==> src/rtl/adc_capture_pkg.sv <==
// adc_capture_pkg: shared types for the 4-channel serial ADC front end.
// Holds the frame FSM encoding and the channel count.
package adc_capture_pkg;

  localparam int NUM_CH = 4;

  typedef enum logic [1:0] {
    ST_IDLE,
    ST_SETUP,
    ST_SHIFT,
    ST_DONE
  } adc_state_e;

endpackage

==> src/rtl/adc_shift_lane.sv <==
// adc_shift_lane: one channel's frame bit counter and sample shifter.
// Skips the leading zeros, keeps DATA_BITS bits MSB-first, ignores the rest.
module adc_shift_lane #(
  parameter int FRAME_BITS = 16,
  parameter int LEAD_ZEROS = 4,
  parameter int DATA_BITS  = 12
) (
  input  logic                 clk,
  input  logic                 reset_b,
  input  logic                 i_clr,
  input  logic                 i_stb,
  input  logic                 i_sdata,
  output logic [DATA_BITS-1:0] o_data
);

  localparam int CW = $clog2(FRAME_BITS + 1);
  localparam logic [CW-1:0] FIRST = CW'(LEAD_ZEROS);
  localparam logic [CW-1:0] LAST  = CW'(LEAD_ZEROS + DATA_BITS);

  logic [CW-1:0]        r_cnt;
  logic [DATA_BITS-1:0] r_sr;
  logic                 w_take;

  assign w_take = i_stb && (r_cnt >= FIRST) && (r_cnt < LAST);
  assign o_data = r_sr;

  // Count frame bits and shift in only the data window.
  always_ff @(posedge clk or negedge reset_b) begin
    if (!reset_b) begin
      r_cnt <= '0;
      r_sr  <= '0;
    end else if (i_clr) begin
      r_cnt <= '0;
      r_sr  <= '0;
    end else if (i_stb) begin
      r_cnt <= r_cnt + 1'b1;
      if (w_take) r_sr <= {r_sr[DATA_BITS-2:0], i_sdata};
    end
  end

endmodule

==> src/rtl/adc_spi_capture.sv <==
// adc_spi_capture: paced 4-channel serial ADC capture with valid/ready out.
// ADC_TEST_PATTERN_EN replaces captured data with a per-frame counter.
module adc_spi_capture
  import adc_capture_pkg::*;
#(
  parameter int CLK_DIV     = 4,
  parameter int FRAME_BITS  = 16,
  parameter int LEAD_ZEROS  = 4,
  parameter int DATA_BITS   = 12,
  parameter int CONV_PERIOD = 200
) (
  input  logic                        clk,
  input  logic                        reset_b,
  input  logic                        enable,
  input  logic [NUM_CH-1:0]           adc_sdata,
  output logic                        cs_n,
  output logic                        sclk,
  output logic [NUM_CH*DATA_BITS-1:0] sample_data,
  output logic                        sample_valid,
  input  logic                        sample_ready,
  output logic                        overrun,
  input  logic                        overrun_clr
);

  localparam int TW = $clog2(CONV_PERIOD);
  localparam int DW = (CLK_DIV > 1) ? $clog2(CLK_DIV) : 1;
  localparam int BW = (FRAME_BITS > 1) ? $clog2(FRAME_BITS) : 1;
  localparam int WW = NUM_CH * DATA_BITS;

  adc_state_e    r_state;
  logic [TW-1:0] r_timer;
  logic [DW-1:0] r_div;
  logic [BW-1:0] r_bit;
  logic          r_high;
  logic          r_load;

  logic          w_tick;
  logic          w_start;
  logic          w_div_end;
  logic          w_stb;
  logic          w_load_ok;
  logic [WW-1:0] w_frame;
  logic [WW-1:0] w_word;

  assign w_tick    = enable && (r_timer == TW'(CONV_PERIOD - 1));
  assign w_start   = (r_state == ST_IDLE) && w_tick;
  assign w_div_end = (r_div == DW'(CLK_DIV - 1));
  assign w_stb     = (r_state == ST_SHIFT) && !r_high && w_div_end;
  assign w_load_ok = r_load && (!sample_valid || sample_ready);

  // Conversion pacing: free-running period counter, parked at 0 when disabled.
  always_ff @(posedge clk or negedge reset_b) begin
    if (!reset_b) begin
      r_timer <= '0;
    end else if (!enable || w_tick) begin
      r_timer <= '0;
    end else begin
      r_timer <= r_timer + 1'b1;
    end
  end

  // Frame sequencer: drives cs_n/sclk and flags the output load.
  always_ff @(posedge clk or negedge reset_b) begin
    if (!reset_b) begin
      r_state <= ST_IDLE;
      cs_n    <= 1'b1;
      sclk    <= 1'b1;
      r_div   <= '0;
      r_bit   <= '0;
      r_high  <= 1'b0;
      r_load  <= 1'b0;
    end else begin
      r_load <= 1'b0;
      unique case (r_state)
        ST_IDLE: begin
          if (w_tick) begin
            r_state <= ST_SETUP;
            cs_n    <= 1'b0;
            r_div   <= '0;
          end
        end
        ST_SETUP: begin
          if (w_div_end) begin
            r_state <= ST_SHIFT;
            r_div   <= '0;
            r_bit   <= '0;
            r_high  <= 1'b0;
            sclk    <= 1'b0;
          end else begin
            r_div <= r_div + 1'b1;
          end
        end
        ST_SHIFT: begin
          if (!w_div_end) begin
            r_div <= r_div + 1'b1;
          end else begin
            r_div <= '0;
            if (!r_high) begin
              r_high <= 1'b1;
              sclk   <= 1'b1;
            end else if (r_bit == BW'(FRAME_BITS - 1)) begin
              r_state <= ST_DONE;
              cs_n    <= 1'b1;
            end else begin
              r_bit  <= r_bit + 1'b1;
              r_high <= 1'b0;
              sclk   <= 1'b0;
            end
          end
        end
        ST_DONE: begin
          r_state <= ST_IDLE;
          r_load  <= 1'b1;
        end
        default: r_state <= ST_IDLE;
      endcase
    end
  end

  for (genvar g = 0; g < NUM_CH; g++) begin : g_lane
    adc_shift_lane #(
      .FRAME_BITS (FRAME_BITS),
      .LEAD_ZEROS (LEAD_ZEROS),
      .DATA_BITS  (DATA_BITS)
    ) u_lane (
      .clk     (clk),
      .reset_b (reset_b),
      .i_clr   (w_start),
      .i_stb   (w_stb),
      .i_sdata (adc_sdata[g]),
      .o_data  (w_frame[g*DATA_BITS +: DATA_BITS])
    );
  end

`ifdef ADC_TEST_PATTERN_EN
  logic [DATA_BITS-1:0] r_pat;

  // Pattern counter advances once per delivered frame.
  always_ff @(posedge clk or negedge reset_b) begin
    if (!reset_b) begin
      r_pat <= '0;
    end else if (w_load_ok) begin
      r_pat <= r_pat + 1'b1;
    end
  end

  // Channel i carries count+i.
  always_comb begin
    w_word = '0;
    for (int i = 0; i < NUM_CH; i++) begin
      w_word[i*DATA_BITS +: DATA_BITS] = r_pat + DATA_BITS'(i);
    end
  end
`else
  assign w_word = w_frame;
`endif

  // Output holding register with drop-on-full and sticky overrun.
  always_ff @(posedge clk or negedge reset_b) begin
    if (!reset_b) begin
      sample_data  <= '0;
      sample_valid <= 1'b0;
      overrun      <= 1'b0;
    end else begin
      if (w_load_ok) begin
        sample_data  <= w_word;
        sample_valid <= 1'b1;
      end else if (sample_valid && sample_ready) begin
        sample_valid <= 1'b0;
      end
      if (r_load && sample_valid && !sample_ready) begin
        overrun <= 1'b1;
      end else if (overrun_clr) begin
        overrun <= 1'b0;
      end
    end
  end

endmodule

==> config.mk <==
export PLATFORM = sky130hd
export DESIGN_NAME = adc_spi_capture
export DESIGN_NICKNAME = d
export VERILOG_FILES = /design/src/rtl/adc_capture_pkg.sv /design/src/rtl/adc_shift_lane.sv /design/src/rtl/adc_spi_capture.sv
export SDC_FILE = /design/constraint.sdc
export NUM_CORES = 1
export LEC_CHECK = 0
export CAP_MARGIN = 40
export CORE_UTILIZATION = 50
export DETAILED_ROUTE_END_ITERATION = 6
export PLACE_DENSITY = 0.72
export SETUP_SLACK_MARGIN = 0.5
export SLEW_MARGIN = 20
export SYNTH_ARGS = -nofsm -noshare
export SYNTH_HDL_FRONTEND = slang
export SYNTH_SLANG_ARGS = --single-unit
==> constraint.sdc <==
create_clock -name clk -period 2.3 [get_ports clk]
set_input_delay 0.345 -clock clk [delete_from_list [all_inputs] [get_ports clk]]
set_output_delay 0.345 -clock clk [all_outputs]
set_load 0.02 [all_outputs]
-- Word-level counts from Yosys, hierarchy flattened
Index checks and enable logic that the tools add are counted.
- add/subtract/negate cells: 7
- reductions and logical operators: 44
- mux-type cells: 54
- magnitude comparators: 8
- eq/ne operators: 13
- operators with widths (cell ; number):
    12-bit 2-to-1 mux ; 12
    5-bit 2-to-1 mux ; 8
    5-bit by 1-bit adder with 5-bit output (second input constant) ; 4
    5-bit by 3-bit greater-or-equal comparator with 1-bit output (second input constant) ; 4
    5-bit less-than comparator (second input constant) ; 4
    2-bit nonzero test ; 10
    1-bit logical AND ; 16
    1-bit 2-to-1 mux ; 16
    4-bit 2-to-1 mux ; 4
    5-bit AND reduction ; 3
    2-bit 2-to-1 mux ; 7
    2-bit != test (second input constant) ; 5
    2-bit AND reduction ; 5
    8-bit by 1-bit adder with 8-bit output (second input constant) ; 1
    8-bit == test (second input constant) ; 1
    8-bit 2-to-1 mux ; 1
    2-bit one-hot mux with 4 select lines ; 1
    4-bit one-hot mux with 2 select lines ; 1
    2-bit == test (second input constant) ; 3
    1-bit one-hot mux with 2 select lines ; 3
    4-bit by 1-bit adder with 4-bit output (second input constant) ; 1
    4-bit == test (second input constant) ; 1
    1-bit zero test ; 4
    2-bit one-hot mux with 2 select lines ; 1
    other kinds (9) ; 10
- input bits: 9
- word-level logic and storage cells: 145
- register bits: 138
- output and inout bits: 52

-- Depth between registers and ports, before layout
Gate-level depths: netlist of run 1.
- word-level depth: 8
- gate-level depth with buffers: 8

-- Cells and area by module
A second synthesis of run 1 with hierarchy kept.
- cell total of the unflattened synthesis: 468
- area total of the unflattened synthesis: 6062.1 um^2
- modules (own cells, without submodules) (module ; area each (um^2) ; cells each ; sequential area each (um^2) ; instances):
    adc_shift_lane ; 784.5 ; 64 ; 425.4 ; 4
    adc_spi_capture ; 2924.1 ; 212 ; 1754.2 ; 1

-- Worst setup path after synthesis of run 1
Ideal clock, no wire load.
- kind: reg2reg
- from: reg r_state[0]
- to: reg g_lane[0].u_lane.r_sr[10]
- arrival: 1744 ps
- slack: 438 ps
- required time: 2182 ps
- cell stages (with the launch flop): 9
- clock period less this slack: 1862 ps
- cells stage by stage: dfrtp_1 -> inv_1 -> ha_1 -> nand3b_1 -> buf_2 -> nor3_2 -> buf_4 -> mux2i_1 -> nor2_1
- longest elaborated chain between the ends: 7
- elaborated cells between the ends (all ways): 11
- RTL lines (item ; RTL line ; RTL):
    from (decl) ; adc_spi_capture.sv:30 ; adc_state_e r_state;
    from (signal assigned) ; adc_spi_capture.sv:65 ; r_state <= ST_IDLE;
    from (signal assigned) ; adc_spi_capture.sv:77 ; r_state <= ST_SETUP;
    from (signal assigned) ; adc_spi_capture.sv:84 ; r_state <= ST_SHIFT;
    2-bit == test ; adc_spi_capture.sv:48 ; assign w_stb = (r_state == ST_SHIFT) && !r_high && w_div_end;
    1-bit logical AND (2 in a row) ; adc_spi_capture.sv:48 ;
    1-bit logical AND (2 in a row) ; adc_shift_lane.sv:24 ; assign w_take = i_stb && (r_cnt >= FIRST) && (r_cnt < LAST);
    2-bit nonzero test (no line) ; n/a ;
    2-bit AND reduction (no line) ; n/a ;
    to (signal assigned) ; adc_shift_lane.sv:37 ; if (w_take) r_sr <= {r_sr[DATA_BITS-2:0], i_sdata};
    to (decl) ; adc_shift_lane.sv:21 ; logic [DATA_BITS-1:0] r_sr;
Several ways; a longest one is shown, not always the timed one.
A chain may end at the register's enable or synchronous reset.

-- Final worst setup path of run 1
- from: reg r_state[0]
- to: reg g_lane[2].u_lane.r_sr[11]
- longest elaborated chain between the ends: 7
- elaborated cells between the ends (all ways): 11
- RTL lines (item ; RTL line):
    2-bit == test ; adc_spi_capture.sv:48
    1-bit logical AND (2 in a row) ; adc_spi_capture.sv:48
    1-bit logical AND (2 in a row) ; adc_shift_lane.sv:24
    2-bit nonzero test (no line) ; n/a
    2-bit AND reduction (no line) ; n/a
    to (signal assigned) ; adc_shift_lane.sv:37
    to (decl) ; adc_shift_lane.sv:21
Several ways; a longest one is shown, not always the timed one.

==> results of run 1 <==
## flip-flops by register name, summed over array words and instances, names as in the netlist
signal	count
cs_n	1
g_lane.u_lane.o_data	48
g_lane.u_lane.r_cnt	20
overrun	1
r_bit	4
r_div	2
r_high	1
r_load	1
r_state	2
r_timer	8
sample_data	48
sample_valid	1
sclk	1
## report_power, final
group / internal [W] / switching [W] / total, W
Combinational: 0.000353 / 0.000391 / 0.000744
Sequential: 0.00299 / 0.000488 / 0.00348
Clock: 0.00205 / 0.000985 / 0.00304
Total: 0.00540 / 0.00186 / 0.00726
## cell type report
type,instances,share of cell area (%)
Multi-Input combinational cell,299,30.1
Inverter,15,0.737
Clock buffer,19,5.80
Tap cell,143,2.34
Sequential cell,138,45.3
Timing Repair Buffer,95,12.8
Clock inverter,13,2.92
## critical path: stages (launching register included)
cell      delay (ns)
dfrtp_1         0.40
inv_2           0.10
ha_4            0.14
nand3b_1        0.14
buf_6           0.19
nor3_4          0.24
buf_6           0.18
mux2i_1         0.21
nor2_1          0.06
## through the flow
stage	worst slack, ns	hold WS, ns	instance area, um2
after CTS	0.472	0.457	7440
final	0.523	0.452	7640
after global routing	0.399	0.492	7640
after detailed placement	0.171	0.351	6700
after floorplan	0.493	0.0494	5880
after global placement	0.200	0.347	6700
## synthesized netlist by cell type, types with 2 or more instances
library cell	n
nor3_4	2
mux2i_1	48
nor2_1	68
nand3_1	8
buf_2	10
o22ai_1	2
and2_1	2
dfrtp_1	136
buf_4	7
nand4_1	8
mux2_2	48
xnor2_1	2
o211ai_1	2
o21ai_0	8
dfstp_2	2
a21boi_0	2
ha_1	15
inv_1	15
clkbuf_1	3
nor3_1	2
xor2_1	12
nand2_1	29
o311ai_0	2
or3_1	4
nand2b_1	2
a32o_1	3
a21oi_1	13
## worst paths after layout
check | to | slack (ns) | depth (start not counted)
hold reg to reg | r_timer[0]$_DFF_PN0_ | 0.45 | 1
min in group asynchronous | sample_data[41]$_DFFE_PN0P_ | 0.46 | 2
setup / recovery | g_lane[2].u_lane.o_data[11]$_DFFE_PN0P_ | 0.52 | 8
max in group asynchronous | g_lane[3].u_lane.o_data[2]$_DFFE_PN0P_ | 1.06 | 3
hold / removal | r_timer[0]$_DFF_PN0_ | 0.45 | 1
setup reg to reg | g_lane[2].u_lane.o_data[11]$_DFFE_PN0P_ | 0.52 | 8
## cell families (layout without fill, tap and decap cells)
kind of cell / after synthesis / after routing / share of synthesized area (%)
compound gates: 40 / 40 / 4.65
xor+xnor: 14 / 14 / 2.09
fa+ha+maj: 15 / 15 / 3.20
buf+inv: 36 / 142 / 2.96
flops: 138 / 138 / 58.9
mux: 97 / 97 / 17.7
simple gates: 133 / 133 / 10.5
## timing repair
item                                    CTS  global route
gates cloned                              4             4
setup buffers                             0            11
pin swaps                                 1             8
resized for setup                        18             9
endpoints found under the setup margin   52            75
endpoints found under the hold margin    52             0
hold buffers                              1             0
## per-layer routing
metal | up-vias | wire [um] | share of wire, %
met4 | 0 | 204 | 1.8
met5 | - | 0 | 0
met3 | 18 | 400 | 3.6
met1 | 1986 | 4940 | 44
li1 | 1814 | - | -
met2 | 65 | 5680 | 51
==> results.py, run 1 <==
metrics = {
    "floorplan": {
        "core_region_area_um2": 11400,
        "die_h_um": 110,
        "die_w_um": 110,
        "num_rows": 39,
        "die_area_um2": 12200,
        "pin_count": 61,
        "start_util_pct": 51.4,
    },
    "drt": {
        "vias_per_cell": 5.38,
        "drtPass1Iterations": 4,
        "drt-initial-drc-count": 155,
        "vias": 3883,
        "wl_per_cell_um": 15.5,
        "ant_nets": 0,
        "remaining_drc_errors": 0,
        "drt-total-wl_um": 11200,
    },
    "layout": {
        "drive_gt1_share_pct": 23.1,
        "num-nets-final": 590,
        "areaGrowthSynthToFinish_pct": 30.2,
        "final_cells": 722,
        "multi_input_area_um2": 2300,
        "mostFrequentLayoutCell": "dfrtp_1",
        "fin_util_pct": 66.9,
        "seqCellArea_um2": 3460,
        "fill_cells": 858,
        "num_antenna_cells": 0,
        "final_cell_mix": "135 x dfrtp_1, 68 x nor2_1, 57 x clkdlybuf4s50_1, 48 x mux2_2, 47 x mux2i_1",
    },
    "global_routing": {
        "use_met1_pct": 23.8,
        "overflow": 0,
        "antenna_found_initial": 0,
        "grt.total_usage_pct": 19.1,
        "grt_max_degree": 64,
        "busiest_layer": "met2",
        "grt_pass1_vias": 3663,
        "met3_usage_pct": 5.47,
        "grt_util_met2_pct": 30.7,
        "grt_pass1_wl_um": 17400,
    },
    "timing": {
        "setup-violations-final": 0,
        "fin_setup_tns_ns": 0,
        "max-slew-margin-rel_pct": 63.0,
        "min_period_ns": 1.78,
        "skew_ns": 0.00510,
        "fin_crit_sh_pct": 77.3,
        "worst_pin_slew_ns": 0.550,
        "fmax_mhz": 563,
        "rsz0062_at_grt": "yes",
        "finalHoldViolCount": 0,
        "slew_viol_final": 0,
    },
    "placement": {
        "numPortBuffers": 60,
        "hpwl_um": 6430,
        "gp_congestion": 0.780,
        "place_inst": 670,
    },
    "clock_network": {
        "clkTransAtPathRegs_ns": 0.05,
        "clock-sinks": 138,
        "htreeDepth": 4,
        "cts_buffers": 17,
        "clock_latency_ns": 0.42,
        "cts-root-buf": "clkbuf_16",
        "clockBufferDepth": 2,
        "cts_tree": "yes",
    },
    "synthesis": {
        "synth-seq-area-share_pct": 58.9,
        "synth.yosys.warnings": 0,
        "synth_cell_types": 45,
        "yosysTopAreaCell": "dfrtp_1",
        "syn-num-nets": 497,
        "yosysTopAreaCellShare_pct": 58.0,
        "synth.area.top_cells": "dfrtp_1 58%, mux2_2 9.2%, mux2i_1 8.2%",
        "async_reset_ff_share_pct": 100,
        "synth_cells": 473,
        "synth_flop_cell": "dfrtp_1",
        "syn-cell-area_um2": 5870,
        "synth_edf_count": 0,
        "synth-seq-cells": 138,
        "avgSynthCellArea_um2": 12.4,
    },
    "hold_path": {
        "hold_start": "r_timer[0]$_DFF_PN0_",
        "hp-class": "reg2reg",
    },
    "setup_path": {
        "startpoint": "r_state[0]$_DFFE_PN0P_",
        "critPathLaunchType": "register",
        "critPathCaptureType": "register",
        "path_max_fanout": 6,
        "rr_startpoint": "r_state[0]$_DFFE_PN0P_",
        "required_ns": 2.60,
        "path_class": "reg2reg",
        "cp_data_arrival_time_ns": 2.08,
    },
    "pwr": {
        "p_per_area_nw_per_um2": 951,
        "p_leak_nw": 3.45,
        "vdd_drop_max_mv": 0.481,
        "p_total_w": 0.00726,
    },
    "run_status": {
        "status": "finished clean",
    },
    "flow_run": {
        "drv_cap": 0,
    },
}
(Power assumes the default switching activity.)
==> inputs of run 2 (changes only) <==
Clock period 2.3 ns to 1.76 ns, I/O delays scaled along.
==> run 2 against run 1 <==
Final cell count rose by 5.1%. Highest routed layer unchanged. Via count rose by 7.1%. Sequential share of layout area fell by 5.3 points. Count of clock-buffer cells in the layout fell by 1. Non-clock buffer count rose by 37. Global-route usage rose by 3.3 points. Largest power group unchanged. Register-to-register slack got worse by 0.50 ns.
==> results.py, run 2 (synthesized netlist as in run 1, its figures left out) <==
metrics = {
    "setup_path": {
        "required_ns": 2.06,
        "crit_chain": "ha_2, nand3b_1, buf_6, nor3_4, buf_6, mux2i_1, nor2_1",
        "critPathLaunchType": "register",
        "cpLargestDelayFamily": "simple AND/OR/NAND/NOR gates",
        "cp_data_arrival_time_ns": 2.04,
        "path_max_fanout": 7,
        "crit_path_max_incr_delay_ns": 0.39,
        "critPathBufInv": 2,
        "critPathCaptureType": "register",
        "ff2ff_setup_slack_ns": 0.02,
        "path_class": "reg2reg",
        "crit_top_cell": "buf_6",
        "crit_slowest_cell": "dfrtp_1",
    },
    "floorplan": {
        "die_h_um": 110,
        "die_w_um": 110,
        "die_area_um2": 12200,
        "start_util_pct": 51.4,
        "core_region_area_um2": 11400,
        "num_rows": 39,
        "pin_count": 61,
    },
    "clock_network": {
        "htreeDepth": 4,
        "cts_tree": "yes",
        "clock_latency_ns": 0.42,
        "clkTransAtPathRegs_ns": 0.06,
        "cts-root-buf": "clkbuf_16",
        "cts_buffers": 17,
        "clock-sinks": 138,
        "clockBufferDepth": 2,
    },
    "placement": {
        "numPortBuffers": 60,
        "place_inst": 684,
        "hpwl_um": 7020,
        "gp_congestion": 0.738,
    },
    "flow_run": {
        "drv_cap": 0,
    },
    "layout": {
        "num_antenna_cells": 0,
        "areaGrowthSynthToFinish_pct": 47.6,
        "num-nets-final": 627,
        "mostFrequentLayoutCell": "dfrtp_1",
        "final_cells": 759,
        "drive_gt1_share_pct": 45.1,
        "final_cell_mix": "134 x dfrtp_1, 51 x nor2_1, 47 x mux2_4, 46 x buf_2, 42 x mux2i_1",
    },
    "hold_path": {
        "hp-class": "in2async",
    },
    "timing": {
        "fin_crit_sh_pct": 98.7,
        "skew_ns": 0.0114,
        "rsz0062_at_grt": "yes",
        "max-slew-margin-rel_pct": 74.4,
        "worst_pin_slew_ns": 0.384,
        "min_period_ns": 1.74,
        "finalHoldViolCount": 0,
        "hold_ws_ns": 0.328,
        "setup-violations-final": 0,
        "slew_viol_final": 0,
        "fmax_mhz": 576,
    },
    "drt": {
        "maxUsedRoutingLayer": "met4",
        "wl_met3_um": 537,
        "drt-total-wl_um": 14200,
        "remaining_drc_errors": 0,
        "vias_per_cell": 5.48,
        "drt-initial-drc-count": 205,
        "wl_per_cell_um": 18.8,
        "met2_length_um": 7430,
        "drtPass1Iterations": 4,
        "ant_nets": 0,
        "drt-met1-wl_um": 5840,
        "vias": 4159,
    },
    "global_routing": {
        "grt_pass1_vias": 4233,
        "antenna_found_initial": 0,
        "overflow": 0,
        "grt_max_degree": 40,
        "grt.total_usage_pct": 22.4,
        "grt_pass1_wl_um": 20400,
    },
    "pwr": {
        "combPwrFrac_pct": 13.2,
        "p_per_area_nw_per_um2": 1180,
        "vdd_drop_max_mv": 0.828,
        "seqPwrFrac_pct": 45.6,
        "p_leak_nw": 4.14,
        "switching_power_w": 0.00283,
        "p_int_w": 0.00741,
        "p_sw_share_pct": 27.6,
        "pwr-share-clk_pct": 41.2,
    },
    "run_status": {
        "status": "finished clean",
    },
}
## run 2: cell types whose count changed in the layout (fill, tap and decap cells not counted), sizes merged
cell and change:
clkinvlp -1, buf +84, dlygate4sd2 -2, clkbuf +4, clkinv -1, clkdlybuf4s50 -50, inv +2, bufinv +1
## run 2: final cells by class
type	instances	area, um2
sequential	138	3460
tap	143	179
multi-input combinational	299	2840
clock inverter	14	265
timing repair buffer	132	1420
fill	660	2760
clock buffer	18	439
inverter	15	58.8
## run 2: routing by layer
layer / up-vias / GRT usage (%)
met4: 0 / 8.74
li1: 1896 / -
met2: 103 / 38.5
met5: - / 0
met3: 33 / 5.11
met1: 2127 / 27.4
## run 2: final timing paths
check                                      from                                     end  depth (start not counted)
min                                     reset_b                    r_bit[2]$_DFFE_PN0P_                          2
min in group clk                    overrun_clr                     overrun$_DFFE_PN0P_                          2
max in group asynchronous               reset_b             sample_data[28]$_DFFE_PN0P_                          3
min reg2reg                    sclk$_DFFE_PN1P_                        sclk$_DFFE_PN1P_                          2
max                        r_div[0]$_DFFE_PN0P_  g_lane[1].u_lane.o_data[6]$_DFFE_PN0P_                          7
max reg2reg                r_div[0]$_DFFE_PN0P_  g_lane[1].u_lane.o_data[6]$_DFFE_PN0P_                          7
## run 2: power groups by stage
| stage | sequential (W) | combinational, W | clock (W) |
|---|---|---|---|
| final | 0.00466 | 0.00135 | 0.00422 |
| after global routing | 0.00476 | 0.00151 | 0.00441 |
| after CTS | 0.00459 | 0.00106 | 0.00425 |
| after detailed placement | 0.00461 | 0.00102 | 0 |
| after global placement | 0.00456 | 0.000927 | 0 |
| after floorplan | 0.00440 | 0.000778 | 0 |
## run 2: stage by stage
| stage | utilization, % | TNS (ns) | total power, W | setup slack (ns) | cell area [um2] |
|---|---|---|---|---|---|
| finish | 75.8 | 0 | 0.0102 | 0.0233 | 8660 |
| global route | 75.8 | -0.508 | 0.0107 | -0.103 | 8660 |
| floorplan | - | 0 | 0.00518 | 0.0660 | 6090 |
| CTS | 69.7 | 0 | 0.00990 | 0.0764 | 7960 |
| detailed placement | 61.1 | -16.63 | 0.00562 | -0.263 | 6980 |
| global placement | 61.1 | -16.00 | 0.00549 | -0.238 | 6980 |
## run 2: what timing repair did
action,4_1_cts,5_1_grt
hold buffers,1,0
hold endpoints to repair,33,0
gates resized for setup,251,115
gates cloned,7,8
setup endpoints to repair,176,139
setup buffers,18,9
pin swaps,11,17
==> inputs of run 3 (changes only) <==
Settings changed: CORE_UTILIZATION 50 to 30, PLACE_DENSITY 0.72 to default.
==> run 3 against run 2 <==
Final cell count increased by 16%. Maximum frequency increased by 1.9%. Critical path depth decreased by 3. Routed wire length decreased by 6.2%. Sequential share of layout area increased by 0.86 points. Largest cell class unchanged. Worst setup slack improved by 0.032 ns.
==> results.py, run 3 (synthesized netlist as in run 1, its figures left out) <==
metrics = {
    "run_status": {
        "status": "finished clean",
    },
    "placement": {
        "place_area_um2": 7120,
        "numPortBuffers": 60,
        "gp_congestion": 0.788,
        "hpwl_um": 7400,
    },
    "clock_network": {
        "clkTransAtPathRegs_ns": 0.06,
        "htreeDepth": 4,
        "cts_tree": "yes",
        "cts-root-buf": "clkbuf_16",
        "clock-sinks": 138,
        "clock_latency_ns": 0.42,
        "cts_buffers": 17,
        "clockBufferDepth": 2,
    },
    "timing": {
        "hold_ws_ns": 0.334,
        "max-slew-margin-rel_pct": 71.9,
        "skew_ns": 0.00821,
        "finalHoldViolCount": 0,
        "fmax_mhz": 587,
        "slew_viol_final": 0,
        "setup-violations-final": 0,
        "worst_pin_slew_ns": 0.422,
        "rsz0062_at_grt": "yes",
        "fin_crit_sh_pct": 96.9,
        "min_period_ns": 1.70,
    },
    "setup_path": {
        "crit_slowest_cell": "or4b_4",
        "critPathLaunchType": "register",
        "crit_chain": "or4b_4, o21ai_4, o221ai_2, mux2_4",
        "r2r_cells": 4,
        "path_class": "reg2reg",
        "crit_path_max_incr_delay_ns": 0.58,
        "path_max_fanout": 2,
        "required_ns": 2.06,
        "path_depth": 4,
        "cpLargestDelayFamily": "simple AND/OR/NAND/NOR gates",
        "critPathCaptureType": "register",
        "critPathBufInv": 0,
        "cp_data_arrival_time_ns": 2.01,
    },
    "global_routing": {
        "overflow": 0,
        "grt_pass1_vias": 4095,
        "antenna_found_initial": 0,
        "grt_pass1_wl_um": 20700,
        "grt.total_usage_pct": 13.3,
        "grt_max_degree": 45,
    },
    "pwr": {
        "p_per_area_nw_per_um2": 1070,
        "combPwrFrac_pct": 12.6,
        "pwr-share-clk_pct": 36.2,
        "p_total_w": 0.00904,
        "p_sw_share_pct": 30.1,
        "p_leak_nw": 3.92,
        "p_int_w": 0.00631,
        "switching_power_w": 0.00272,
        "seqPwrFrac_pct": 51.3,
        "vdd_drop_max_mv": 0.649,
    },
    "flow_run": {
        "drv_cap": 0,
    },
    "floorplan": {
        "start_util_pct": 31.0,
        "core_region_area_um2": 19000,
        "num_rows": 50,
        "pin_count": 61,
        "die_w_um": 142,
        "die_area_um2": 20100,
        "die_h_um": 142,
    },
    "layout": {
        "num_antenna_cells": 0,
        "final_cell_mix": "134 x dfrtp_1, 59 x nor2_1, 45 x buf_4, 42 x mux2i_1, 41 x buf_6",
        "drive_gt1_share_pct": 43.6,
        "num-nets-final": 632,
        "fin_util_pct": 44.7,
        "areaGrowthSynthToFinish_pct": 44.4,
        "mostFrequentLayoutCell": "dfrtp_1",
        "final_area_um2": 8470,
    },
    "drt": {
        "ant_nets": 0,
        "remaining_drc_errors": 0,
        "drt-total-wl_um": 13400,
        "drt-initial-drc-count": 172,
        "wl_per_cell_um": 15.2,
        "vias_per_cell": 4.63,
        "vias": 4075,
        "drtPass1Iterations": 4,
    },
    "hold_path": {
        "hp-class": "in2async",
    },
}
-- run 3: cell types whose count changed in the layout (fill, tap and decap cells not counted), sizes merged --
cell      delta
buf          +7
bufinv       -7
inv          +4
clkbuf       -3
clkinvlp     +3
clkinv       +1
-- run 3: final cells by class --
type,instances,area [um2]
clock inverters,15,118
well taps,260,325
repair buffers,137,1470
fillers,1693,10500
clock buffers,17,425
flip-flops and latches,138,3460
inverters,15,58.8
multi-input cells,299,2620
-- run 3: power by group through the flow --
stage	Clock [W]	Combinational [W]	Sequential, W
6_report	0.00327	0.00113	0.00463
4_1_cts	0.00334	0.00101	0.00459
3_3_place_gp	0	0.000929	0.00460
2_1_floorplan	0	0.000778	0.00440
5_1_grt	0.00349	0.00132	0.00476
3_5_place_dp	0	0.000995	0.00463
-- run 3: worst paths after layout --
check / startpoint / to / slack (ns)
worst max-delay path: r_timer[3]$_DFF_PN0_ / r_state[1]$_DFFE_PN0P_ / 0.06
max in group asynchronous: reset_b / g_lane[2].u_lane.o_data[11]$_DFFE_PN0P_ / 0.80
worst min register to register: sclk$_DFFE_PN1P_ / sclk$_DFFE_PN1P_ / 0.48
worst min-delay path: reset_b / sample_data[37]$_DFFE_PN0P_ / 0.33
min in group clk: overrun_clr / overrun$_DFFE_PN0P_ / 0.43
worst max register to register: r_timer[3]$_DFF_PN0_ / r_state[1]$_DFFE_PN0P_ / 0.06
-- run 3: stage by stage --
step / TNS (ns) / setup slack [ns] / instances
6_report: 0 / 0.0552 / 881
5_1_grt: 0 / 0.0201 / 881
4_1_cts: 0 / 0.0359 / 848
3_5_place_dp: -14.21 / -0.230 / 799
3_3_place_gp: -14.07 / -0.219 / 799
2_1_floorplan: 0 / 0.0660 / 473
-- run 3: repair_timing --
item,in CTS,in global routing
gates resized for setup,252,93
hold buffers,1,0
gates cloned,3,8
endpoints found under the hold margin,41,0
buffers inserted,13,25
pin swaps,11,18
endpoints found under the setup margin,179,163
-- run 3: per-layer routing --
| metal | global-route usage (%) | part of all wire (%) | vias up |
|---|---|---|---|
| met1 | 16.7 | 48 | 2079 |
| met3 | 3.88 | 3.5 | 13 |
| met4 | 5.43 | 1.2 | 0 |
| met5 | 0 | 0 | - |
| li1 | - | - | 1911 |
| met2 | 21.4 | 48 | 72 |
